`src/rtl/regbus_pkg.sv`:
```
// Shared types and constants for the register-transfer controller.
// REG_XFER_SWAP_EN adds the RD2/WR2 states used by the SWAP command.
package regbus_pkg;

    localparam int XLEN      = 32;
    localparam int REG_IDX_W = 5;

    localparam logic [XLEN-1:0]      WORD_ZERO = {XLEN{1'b0}};
    localparam logic [REG_IDX_W-1:0] IDX_ZERO  = {REG_IDX_W{1'b0}};

    typedef enum logic [1:0] {
        OP_MOVE  = 2'b00,
        OP_LOADI = 2'b01,
        OP_READ  = 2'b10,
        OP_SWAP  = 2'b11
    } op_e;

`ifdef REG_XFER_SWAP_EN
    typedef enum logic [2:0] {
        ST_IDLE = 3'd0,
        ST_RD   = 3'd1,
        ST_GAP  = 3'd2,
        ST_WR   = 3'd3,
        ST_RSP  = 3'd4,
        ST_RD2  = 3'd5,
        ST_WR2  = 3'd6
    } state_e;
`else
    typedef enum logic [2:0] {
        ST_IDLE = 3'd0,
        ST_RD   = 3'd1,
        ST_GAP  = 3'd2,
        ST_WR   = 3'd3,
        ST_RSP  = 3'd4
    } state_e;
`endif

    // Without SWAP, op 11 is a NOP that spends one quiet cycle in GAP.
    function automatic state_e first_state(op_e op);
        case (op)
            OP_MOVE:  return ST_RD;
            OP_READ:  return ST_RD;
            OP_LOADI: return ST_WR;
`ifdef REG_XFER_SWAP_EN
            OP_SWAP:  return ST_RD;
`else
            OP_SWAP:  return ST_GAP;
`endif
            default:  return ST_IDLE;
        endcase
    endfunction

endpackage

```
`src/rtl/reg_xfer_ctrl.sv`:
```
// Register-file bus initiator: MOVE / LOADI / READ and op 11 (SWAP when
// REG_XFER_SWAP_EN is defined, otherwise NOP). All outputs are flops.
module reg_xfer_ctrl
    import regbus_pkg::*;
(
    input  logic                 clk,
    input  logic                 rst,
    input  logic                 cmd_valid,
    output logic                 cmd_ready,
    input  logic [1:0]           cmd_op,
    input  logic [REG_IDX_W-1:0] cmd_rs,
    input  logic [REG_IDX_W-1:0] cmd_rd,
    input  logic [XLEN-1:0]      cmd_imm,
    output logic                 rsp_valid,
    input  logic                 rsp_ready,
    output logic [XLEN-1:0]      rsp_data,
    input  logic [XLEN-1:0]      bus_in,
    output logic [XLEN-1:0]      bus_out,
    output logic                 bus_oe,
    output logic [REG_IDX_W-1:0] reg_idx,
    output logic                 reg_en,
    output logic                 reg_write,
    output logic                 busy
);

    state_e                 state_q, state_d;
    op_e                    op_q, op_d;
    logic [REG_IDX_W-1:0]   rs_q, rs_d, rd_q, rd_d;
    logic [XLEN-1:0]        hold_q, hold_d;
`ifdef REG_XFER_SWAP_EN
    logic [XLEN-1:0]        hold2_q, hold2_d;
`endif

    logic                   cmd_ready_q, cmd_ready_d;
    logic                   busy_q, busy_d;
    logic                   reg_en_q, reg_en_d;
    logic                   reg_write_q, reg_write_d;
    logic                   bus_oe_q, bus_oe_d;
    logic [REG_IDX_W-1:0]   reg_idx_q, reg_idx_d;
    logic [XLEN-1:0]        bus_out_q, bus_out_d;
    logic                   rsp_valid_q, rsp_valid_d;
    logic [XLEN-1:0]        rsp_data_q, rsp_data_d;

    // Next-state and operand capture.
    always_comb begin
        state_d = state_q;
        op_d    = op_q;
        rs_d    = rs_q;
        rd_d    = rd_q;
        hold_d  = hold_q;
`ifdef REG_XFER_SWAP_EN
        hold2_d = hold2_q;
`endif
        case (state_q)
            ST_IDLE: begin
                if (cmd_valid && cmd_ready_q) begin
                    op_d    = op_e'(cmd_op);
                    rs_d    = cmd_rs;
                    rd_d    = cmd_rd;
                    state_d = first_state(op_e'(cmd_op));
                    if (op_e'(cmd_op) == OP_LOADI) begin
                        hold_d = cmd_imm;
                    end else begin
                        hold_d = hold_q;
                    end
                end else begin
                    state_d = ST_IDLE;
                end
            end
            ST_RD: begin
                hold_d = bus_in;
                if (op_q == OP_READ) begin
                    state_d = ST_RSP;
`ifdef REG_XFER_SWAP_EN
                end else if (op_q == OP_SWAP) begin
                    state_d = ST_RD2;
`endif
                end else begin
                    state_d = ST_GAP;
                end
            end
`ifdef REG_XFER_SWAP_EN
            ST_RD2: begin
                hold2_d = bus_in;
                state_d = ST_GAP;
            end
            ST_WR2: begin
                state_d = ST_IDLE;
            end
`endif
            ST_GAP: begin
                // GAP leaves the bus undriven so a read never abuts a write.
                if (op_q == OP_MOVE) begin
                    state_d = ST_WR;
`ifdef REG_XFER_SWAP_EN
                end else if (op_q == OP_SWAP) begin
                    state_d = ST_WR;
`endif
                end else begin
                    state_d = ST_IDLE;
                end
            end
            ST_WR: begin
`ifdef REG_XFER_SWAP_EN
                if (op_q == OP_SWAP) begin
                    state_d = ST_WR2;
                end else begin
                    state_d = ST_IDLE;
                end
`else
                state_d = ST_IDLE;
`endif
            end
            ST_RSP: begin
                if (rsp_ready) begin
                    state_d = ST_IDLE;
                end else begin
                    state_d = ST_RSP;
                end
            end
            default: begin
                state_d = ST_IDLE;
            end
        endcase
    end

    // Output decode of the upcoming state, so every port comes from a flop.
    always_comb begin
        cmd_ready_d = (state_d == ST_IDLE);
        busy_d      = (state_d != ST_IDLE);
        reg_en_d    = 1'b0;
        reg_write_d = 1'b0;
        bus_oe_d    = 1'b0;
        reg_idx_d   = IDX_ZERO;
        bus_out_d   = WORD_ZERO;
        rsp_valid_d = 1'b0;
        rsp_data_d  = WORD_ZERO;
        case (state_d)
            ST_RD: begin
                reg_en_d  = 1'b1;
                reg_idx_d = rs_d;
            end
            ST_WR: begin
                bus_oe_d    = 1'b1;
                reg_write_d = 1'b1;
                reg_idx_d   = rd_d;
                bus_out_d   = hold_d;
            end
`ifdef REG_XFER_SWAP_EN
            ST_RD2: begin
                reg_en_d  = 1'b1;
                reg_idx_d = rd_d;
            end
            ST_WR2: begin
                bus_oe_d    = 1'b1;
                reg_write_d = 1'b1;
                reg_idx_d   = rs_d;
                bus_out_d   = hold2_d;
            end
`endif
            ST_RSP: begin
                rsp_valid_d = 1'b1;
                rsp_data_d  = hold_d;
            end
            default: begin
                reg_en_d = 1'b0;
            end
        endcase
    end

    // State, operand and output registers.
    always_ff @(posedge clk or negedge rst) begin
        if (!rst) begin
            state_q     <= ST_IDLE;
            op_q        <= OP_MOVE;
            rs_q        <= IDX_ZERO;
            rd_q        <= IDX_ZERO;
            hold_q      <= WORD_ZERO;
`ifdef REG_XFER_SWAP_EN
            hold2_q     <= WORD_ZERO;
`endif
            cmd_ready_q <= 1'b0;
            busy_q      <= 1'b0;
            reg_en_q    <= 1'b0;
            reg_write_q <= 1'b0;
            bus_oe_q    <= 1'b0;
            reg_idx_q   <= IDX_ZERO;
            bus_out_q   <= WORD_ZERO;
            rsp_valid_q <= 1'b0;
            rsp_data_q  <= WORD_ZERO;
        end else begin
            state_q     <= state_d;
            op_q        <= op_d;
            rs_q        <= rs_d;
            rd_q        <= rd_d;
            hold_q      <= hold_d;
`ifdef REG_XFER_SWAP_EN
            hold2_q     <= hold2_d;
`endif
            cmd_ready_q <= cmd_ready_d;
            busy_q      <= busy_d;
            reg_en_q    <= reg_en_d;
            reg_write_q <= reg_write_d;
            bus_oe_q    <= bus_oe_d;
            reg_idx_q   <= reg_idx_d;
            bus_out_q   <= bus_out_d;
            rsp_valid_q <= rsp_valid_d;
            rsp_data_q  <= rsp_data_d;
        end
    end

    assign cmd_ready = cmd_ready_q;
    assign busy      = busy_q;
    assign reg_en    = reg_en_q;
    assign reg_write = reg_write_q;
    assign bus_oe    = bus_oe_q;
    assign reg_idx   = reg_idx_q;
    assign bus_out   = bus_out_q;
    assign rsp_valid = rsp_valid_q;
    assign rsp_data  = rsp_data_q;

endmodule

```
`config.mk`:
```
export PLATFORM = sky130hd
export DESIGN_NAME = reg_xfer_ctrl
export DESIGN_NICKNAME = d
export VERILOG_FILES = /design/src/rtl/regbus_pkg.sv /design/src/rtl/reg_xfer_ctrl.sv
export SDC_FILE = /design/constraint.sdc
export NUM_CORES = 1
export LEC_CHECK = 0
export ABC_CLOCK_PERIOD_IN_PS = 3280
export BUFFER_PORTS_ARGS = -buffer_cell sky130_fd_sc_hd__buf_2
export CAP_MARGIN = 20
export CORE_AREA = 2 2 123 125
export DETAILED_ROUTE_END_ITERATION = 8
export DIE_AREA = 0 0 125 127
export SKIP_LAST_GASP = 1
export SYNTH_ARGS = -nofsm -noshare
export SYNTH_HDL_FRONTEND = slang
export SYNTH_SLANG_ARGS = --single-unit
```
`constraint.sdc`:
```
create_clock -name clk -period 3.28 [get_ports clk]
set_input_delay 0.656 -clock clk [delete_from_list [all_inputs] [get_ports clk]]
set_output_delay 0.656 -clock clk [all_outputs]
set_load 0.03 [all_outputs]
```
**After elaboration in Yosys (flattened, before gate mapping)**

Index checks and enable logic that the tools add are counted.

- Eq/ne operators: 10
- Multiplexer cells: 19
- Reduce and logical (&&, ||, !) cells: 8

Operator list:

| operator | count |
|---|---|
| $mux W32 | 4 |
| $pmux W32 S2 | 1 |
| $mux W5 | 4 |
| $pmux W3 S4 | 1 |
| $pmux W5 S2 | 1 |
| $mux W3 | 3 |
| $pmux W3 S3 | 1 |
| $eq A2 B2 Y1 const B | 3 |
| $eq A3 B1 Y1 const B | 2 |
| $eq A3 B2 Y1 const B | 2 |
| $eq A3 B3 Y1 const B | 2 |
| $logic_not A3 Y1 | 2 |
| $logic_not A2 Y1 | 2 |
| $mux W1 | 3 |
| $reduce_bool A3 Y1 | 1 |
| $eq A2 B1 Y1 const B | 1 |
| $mux W2 | 1 |
| $reduce_and A2 Y1 | 1 |
| $reduce_or A2 Y1 | 1 |
| $logic_and A1 B1 Y1 | 1 |

- Flip-flop bits (word level): 121
- Output and inout bits: 75
- Word-level logic and storage cells: 50

**Longest topological paths before layout**

Gate-level depths: netlist (run 1).

- Depth in word-level cells: 7
- Depth in mapped cells: 6
- Depth with buffers taken out: 5

**Worst setup path after synthesis (run 1)**

Ideal clock, no wire load.

- Kind: input to register
- From: input port cmd_op[0]
- To: register hold_q[10]
- Arrival: 1.719 ns
- Data required time: 3.149 ns
- Path slack: 1.430 ns
- Stages: 6
- Path buffers: 2
- Cells stage by stage: and4b_1 -> buf_2 -> buf_2 -> a32o_1 -> a211oi_1 -> inv_1

- Word-level cells in the longest chain between the ends: 4

RTL lines:

| item | line | source |
|---|---|---|
| from (decl) | reg_xfer_ctrl.sv:10 | `input logic [1:0] cmd_op,` |
| $eq A2 B1 Y1 | reg_xfer_ctrl.sv:61 | `if (op_e'(cmd_op) == OP_LOADI) begin` |
| $mux W32 | reg_xfer_ctrl.sv:61 |  |
| $mux W32 | reg_xfer_ctrl.sv:56 | `if (cmd_valid && cmd_ready_q) begin` |
| $pmux W32 S2 | reg_xfer_ctrl.sv:54 | `case (state_q)` |
| net hold_d[10] | reg_xfer_ctrl.sv:29 | `logic [XLEN-1:0] hold_q, hold_d;` |
| to (signal assigned) | reg_xfer_ctrl.sv:196 | `hold_q <= hold_d;` |
| to (decl) | reg_xfer_ctrl.sv:29 |  |

The timed path passes the listed nets, and every way through them passes these cells.
A chain may end at the register's enable or synchronous reset.

**Worst setup path after layout (run 1)**

- From: register state_q[0]
- To: register bus_out_q[23], in the netlist bus_out[23]

- Word-level cells in the longest chain between the ends: 4

RTL lines:

| item | line | source |
|---|---|---|
| from (decl) | reg_xfer_ctrl.sv:26 | `state_e state_q, state_d;` |
| from (signal assigned) | reg_xfer_ctrl.sv:192 | `state_q <= state_d;` |
| $eq A3 B3 Y1, or another cell as far along | reg_xfer_ctrl.sv:54 |  |
| $pmux W3 S4 | reg_xfer_ctrl.sv:54 |  |
| $eq A3 B2 Y1 | reg_xfer_ctrl.sv:138 | `case (state_d)` |
| $mux W32 (*) | reg_xfer_ctrl.sv:138 |  |
| net bus_out_d[23] | reg_xfer_ctrl.sv:40 | `logic [XLEN-1:0] bus_out_q, bus_out_d;` |
| to (signal assigned) | reg_xfer_ctrl.sv:206 | `bus_out_q <= bus_out_d;` |
| to (decl) | reg_xfer_ctrl.sv:40 |  |

Mark *: on every way through the listed nets, which the timed path passes. The rest lies on a longest branch.

==> results of run 1 <==
-- worst reg2reg max path: stages (launching register included) --
cell and delay, ps:
dfrtp_2 420, buf_4 240, nor4_1 700, a21oi_4 230, buf_4 330, nor2_1 130
-- sequential cells by signal, indices dropped and copies added (netlist names) --
| register | cells |
|---|---|
| reg_idx | 5 |
| rsp_data | 32 |
| cmd_ready | 1 |
| rd_q | 5 |
| bus_out | 32 |
| rsp_valid | 1 |
| hold_q | 32 |
| reg_en | 1 |
| state_q | 3 |
| busy | 1 |
| op_q | 2 |
| bus_oe | 1 |
-- layer usage --
metal,up-vias,part of all wire (%),global-route usage (%)
li1,1714,-,-
met1,1758,48,22.0
met2,117,45,23.7
met3,4,6.2,5.15
met4,0,0.63,4.18
met5,-,0,0
-- per-stage QoR --
step                      util [%]  instance area (sq um)  power [mW]
after floorplan                  -                   4840        4.13
after detailed placement      40.2                   5800        4.85
after global placement        40.2                   5800        4.77
after CTS                     43.8                   6320        6.53
final                         43.8                   6320        6.44
after global routing          43.8                   6320        6.89
-- cells by family (layout without fill, tap and decap cells) --
group,after synthesis,count (layout)
mux,6,6
buf+inv,72,231
compound gates,75,75
flops,116,116
simple gates,144,144
-- layout make-up --
cell class              count  area, sq um  share of cell area, %
clock buffers              25          465                   7.36
repair buffers            163          866                   13.7
flip-flops and latches    116         2900                   45.9
clock inverters             6         55.1                  0.871
well taps                 184          230                   3.64
inverters                  37          139                   2.20
multi-input cells         225         1660                   26.3
-- worst paths after layout --
check | to | slack [ps] | cells after the start
worst max-delay path | bus_out[23] | 1150 | 5
worst min-delay path | rsp_data[9] | 260 | 1
worst max register to register | bus_out[23] | 1150 | 5
worst min register to register | rd_q[3] | 490 | 1
max in group asynchronous | hold_q[29] | 2280 | 2
min in group clk | reg_idx[4] | 470 | 2
-- Yosys cell counts, types with 3 or more instances --
library cell | count | area [sq um]
a211oi_2 | 22 | 275
buf_2 | 16 | 80.1
mux2_2 | 5 | 56.3
nand2_1 | 3 | 11.3
dfrtp_1 | 116 | 2900
nor2b_1 | 34 | 213
nor2_1 | 65 | 244
inv_1 | 37 | 139
nor3b_1 | 33 | 248
a32o_1 | 32 | 320
a22o_1 | 5 | 43.8
a211oi_1 | 10 | 75.1
clkbuf_1 | 16 | 60.1
-- report_power, final --
group          switching (mW)  internal, mW
sequential              0.227          1.92
combinational            1.73         0.911
clock                   0.596          1.05
total                    2.55          3.88
==> metrics, run 1 <==
WS Path Type reg2reg; Pwr Density 1020 mW/mm^2; htree depth 4; Worst path top cell family by delay simple AND/OR/NAND/NOR gates; drt initial violations 213; fmax 468 MHz; CTS tree done; adder-cell share of the synthesized area 0%; worst hold path class in2async; Initial DRT Pass Iterations 4; worst-path cell chain buf_4 > nor4_1 > a21oi_4 > buf_4 > nor2_1; DIE AREA 0.0159 sq mm; initial antenna violation count 0; CP max-delay cell nor4_1; post-CTS setup buffer count 0; PnR worst setup slack 1150 ps; clk buf depth 2; status completed; Post-Layout Cell Count 756; Post-CTS Resized 0; VDD IR max 382 uV; crit-path max FO 31; Fin. Hold Viols 0; TritonCTS Sinks 116; area growth from synthesis to layout 30.6%; Req. time, crit path 3610 ps; compound-cell area share of the yosys netlist 15.9%; Slew @ Worst Pin 907 ps; Port Buffers 154; RSZ-0062 raised after global routing no; average wire per standard cell 15.9 um; DRC 0; period utilisation layout 65.1%; Final Slew Violations 0; Seq cells post-synth 116; GPL Wtd Cong 0.775; die height 127 um; Final nets 640; Vias per Instance 4.75; via count 3593; fraction of layout cells with a size suffix above 1 39.0%; post-synthesis simple-gate area fraction 16.6%; post-place setup slack 799 ps; most frequent CP cell buf_4; GRT Util Overall 15.7%; syn_nets 493; Seq/Total Area, Yosys 59.9%; post-detail-place hpwl 8190 um; most frequent cells in the layout buf_2 (153), dfrtp_1 (115), nor2_1 (64); grt ovf 0; Cell variety after synth 32; leakage dissipation 3.25 nW; first-pass GRT wire length 19800 um; cts hold-fix bufs 0; Critical Path Sink Type register; Finish-stage setup viols 0; normalized max-slew margin 39.5%; Cells after Synth 413; vias in the first global route 3785; number of placed instances, taps included 725; Main synth FF type dfrtp_1; startpoint types register; Syn Area/Cell 11.7 sq um; Clk Latency, worst-skew pair 400 ps; Syn. warnings 0; Routed Antenna Nets 0; clock root cell clkbuf_16; setup TNS 0 ps; Worst Path Arrival 2460 ps; Core ar. 0.0144 sq mm; Max Clock Skew 10.9 ps; cts bufs inserted 17; WL final 12100 um; Worst path max stage delay 700 ps; I/O pin count 155; CP bufs+invs 2; # diodes 0; most common cell after layout, fill and taps aside buf_2; largest net degree at the start of global routing 50; Die Span X 125 um; Starting Density 33.6%; post-synthesis mux area share 1.39%; Post-Synth XOR/XNOR Area 0%; Max Cap Viol 0; Mapped Area 0.00484 sq mm; Post-synth EDFFs 0; row count 44; largest family of logic cells by synthesized area simple AND/OR/NAND/NOR gates; ys async rst share 100%; Reg clk slew, reported paths 50 ps; minimum clock period 2130 ps; hold_ws 264 ps; CP Launch Point state_q[0]; FF-to-FF Start state_q[0]; Filler Cell Count 1409
No activity file was read; power rests on OpenSTA's default activity.
==> inputs of run 2 (changes only) <==
Settings changed: ABC_AREA from default to 1, ABC_CLOCK_PERIOD_IN_PS 3280 to 2100, CORE_AREA 2 2 123 125 to 2 2 131 133, DIE_AREA 0 0 125 127 to 0 0 133 135.
Clock period 3.28 ns to 2.1 ns, I/O delays scaled along.
==> metrics, run 2 <==
Syn Area/Cell 8.87 sq um; Comb power frac 40.4%; Die Span X 133 um; CP Launch Point state_q[2]; Final Util 43.3%; CTS tree done; post-place setup slack 187 ps; WL final 14700 um; # diodes 0; largest net degree at the start of global routing 66; Switching Share 41.7%; clock root cell clkbuf_16; die height 135 um; PnR worst setup slack 349 ps; GPL Wtd Cong 0.779; Post-synth top cells nand2_1 (134), dfrtp_1 (121), inv_1 (105), nand3_1 (105), a21oi_1 (35); Starting Density 33.9%; post-detail-place hpwl 9680 um; WS Path Type reg2reg; Mapped Area 0.00555 sq mm; TritonCTS Sinks 121; Sequential Power Share 31.7%; Post-synth EDFFs 0; Syn. warnings 0; Cell variety after synth 27; Clk Latency, worst-skew pair 410 ps; power share of the clock group 27.9%; status completed; Fin. Hold Viols 0; Max Cap Viol 0; Pwr Density 1420 mW/mm^2; most common cell after layout, fill and taps aside buf_2; setup TNS 0 ps; vias in the first global route 4592; fmax 571 MHz; Max Clock Skew 8.11 ps; DRC 0; DIE AREA 0.0180 sq mm; Yosys top cell by area dfrtp_1; hold_ws 9.36 ps; startpoint types register; Worst R2R Setup Slack 350 ps; FF-to-FF Start state_q[2]; GRT Util Overall 17.1%; cts hold-fix bufs 0; RR Endpoint bus_out[15]; Reg clk slew, reported paths 60 ps; Internal 5.89 mW; VDD IR max 573 uV; normalized max-slew margin 62.9%; I/O pin count 155; Core ar. 0.0164 sq mm; ys async rst share 100%; Vias per Instance 4.50; Seq cells post-synth 121; Req. time, crit path 2440 ps; htree depth 4; WL met2 6950 um; Post-CTS Resized 0; highest metal used met4; largest cells by area after synthesis dfrtp_1 (55%), nand3_1 (9.5%), nand2_1 (9.1%); Routed Antenna Nets 0; area growth from synthesis to layout 28.0%; RSZ-0062 raised after global routing no; period utilisation layout 83.4%; Synth top area share 54.5%; drt initial violations 164; Worst R2R Path Depth 7; Seq/Total Area, Yosys 54.5%; minimum clock period 1750 ps; Routed met1 length 6720 um; grt ovf 0; syn_nets 706; leakage dissipation 4.00 nW; Main synth FF type dfrtp_1; end of the critical path bus_out[15]; row count 47; post-CTS setup buffer count 0; average wire per standard cell 14.5 um; via count 4572; Pwr Total 10.1 mW; crit-path max FO 25; fraction of layout cells with a size suffix above 1 32.0%; count leader, synth nand2_1; clk buf depth 2; Final nets 863; Cells after Synth 626; initial antenna violation count 0; Finish-stage setup viols 0; Final Slew Violations 0; Slew @ Worst Pin 556 ps; Port Buffers 154; Critical Path Sink Type register; worst hold path class in2async; Sw Pwr 4.20 mW; Initial DRT Pass Iterations 5; first-pass GRT wire length 23600 um; Worst Path Arrival 2090 ps; cts bufs inserted 17; DR WL met3 878 um; most frequent cells in the layout buf_2 (153), nand2_1 (134), dfrtp_1 (121)
[run 2: final cells by class]
type	count	area, sq um
clock inverter	13	129
inverter	108	410
sequential	121	3030
fill	1618	9300
multi-input combinational	363	1880
clock buffer	19	443
tap	220	275
timing repair buffer	172	946
[run 2: worst min-delay path by stage]
stage | cells after the start | to | startpoint
global placement | 2 | reg_idx[3] | rst
global route | 2 | rd_q[2] | rst
detailed placement | 2 | reg_idx[3] | rst
CTS | 2 | rd_q[2] | rst
finish | 2 | rd_q[2] | rst
floorplan | 0 | bus_oe | rst
[run 2: through the flow]
stage          instances  cell area (sq um)
2_1_floorplan        626               5550
3_3_place_gp         984               6540
3_5_place_dp         984               6540
4_1_cts             1016               7110
5_1_grt             1016               7110
6_report            1016               7110
[run 2: cell families (layout without fill, tap and decap cells)]
| group | after synthesis | count (layout) | share of synthesized area (%) |
|---|---|---|---|
| flip-flops | 121 | 121 | 54.5 |
| buffers and inverters | 142 | 312 | 11.8 |
| AND/OR/NAND/NOR | 263 | 263 | 22.5 |
| AO/OA/AOI/OAI | 100 | 100 | 11.2 |
[run 2: power by group through the flow]
stage | Sequential, mW | Clock (mW) | Combinational (mW)
4_1_cts | 3.20 | 2.89 | 4.11
5_1_grt | 3.26 | 2.99 | 4.59
2_1_floorplan | 3.65 | 0 | 2.65
3_5_place_dp | 3.23 | 0 | 4.10
3_3_place_gp | 3.23 | 0 | 4.05
6_report | 3.20 | 2.82 | 4.08
[run 2: critical path: stages (launching register included)]
cell and delay [ps]:
dfrtp_1 450, nor2_4 140, buf_4 280, nand3_1 190, nand3_4 200, nand2_4 70, buf_4 210, a21oi_2 130
[run 2: routing by layer]
| metal | global-route usage [%] | vias to the layer above |
|---|---|---|
| met5 | 0 | - |
| met4 | 5.50 | 0 |
| met3 | 5.18 | 8 |
| met2 | 27.3 | 127 |
| met1 | 22.3 | 2140 |
| li1 | - | 2297 |
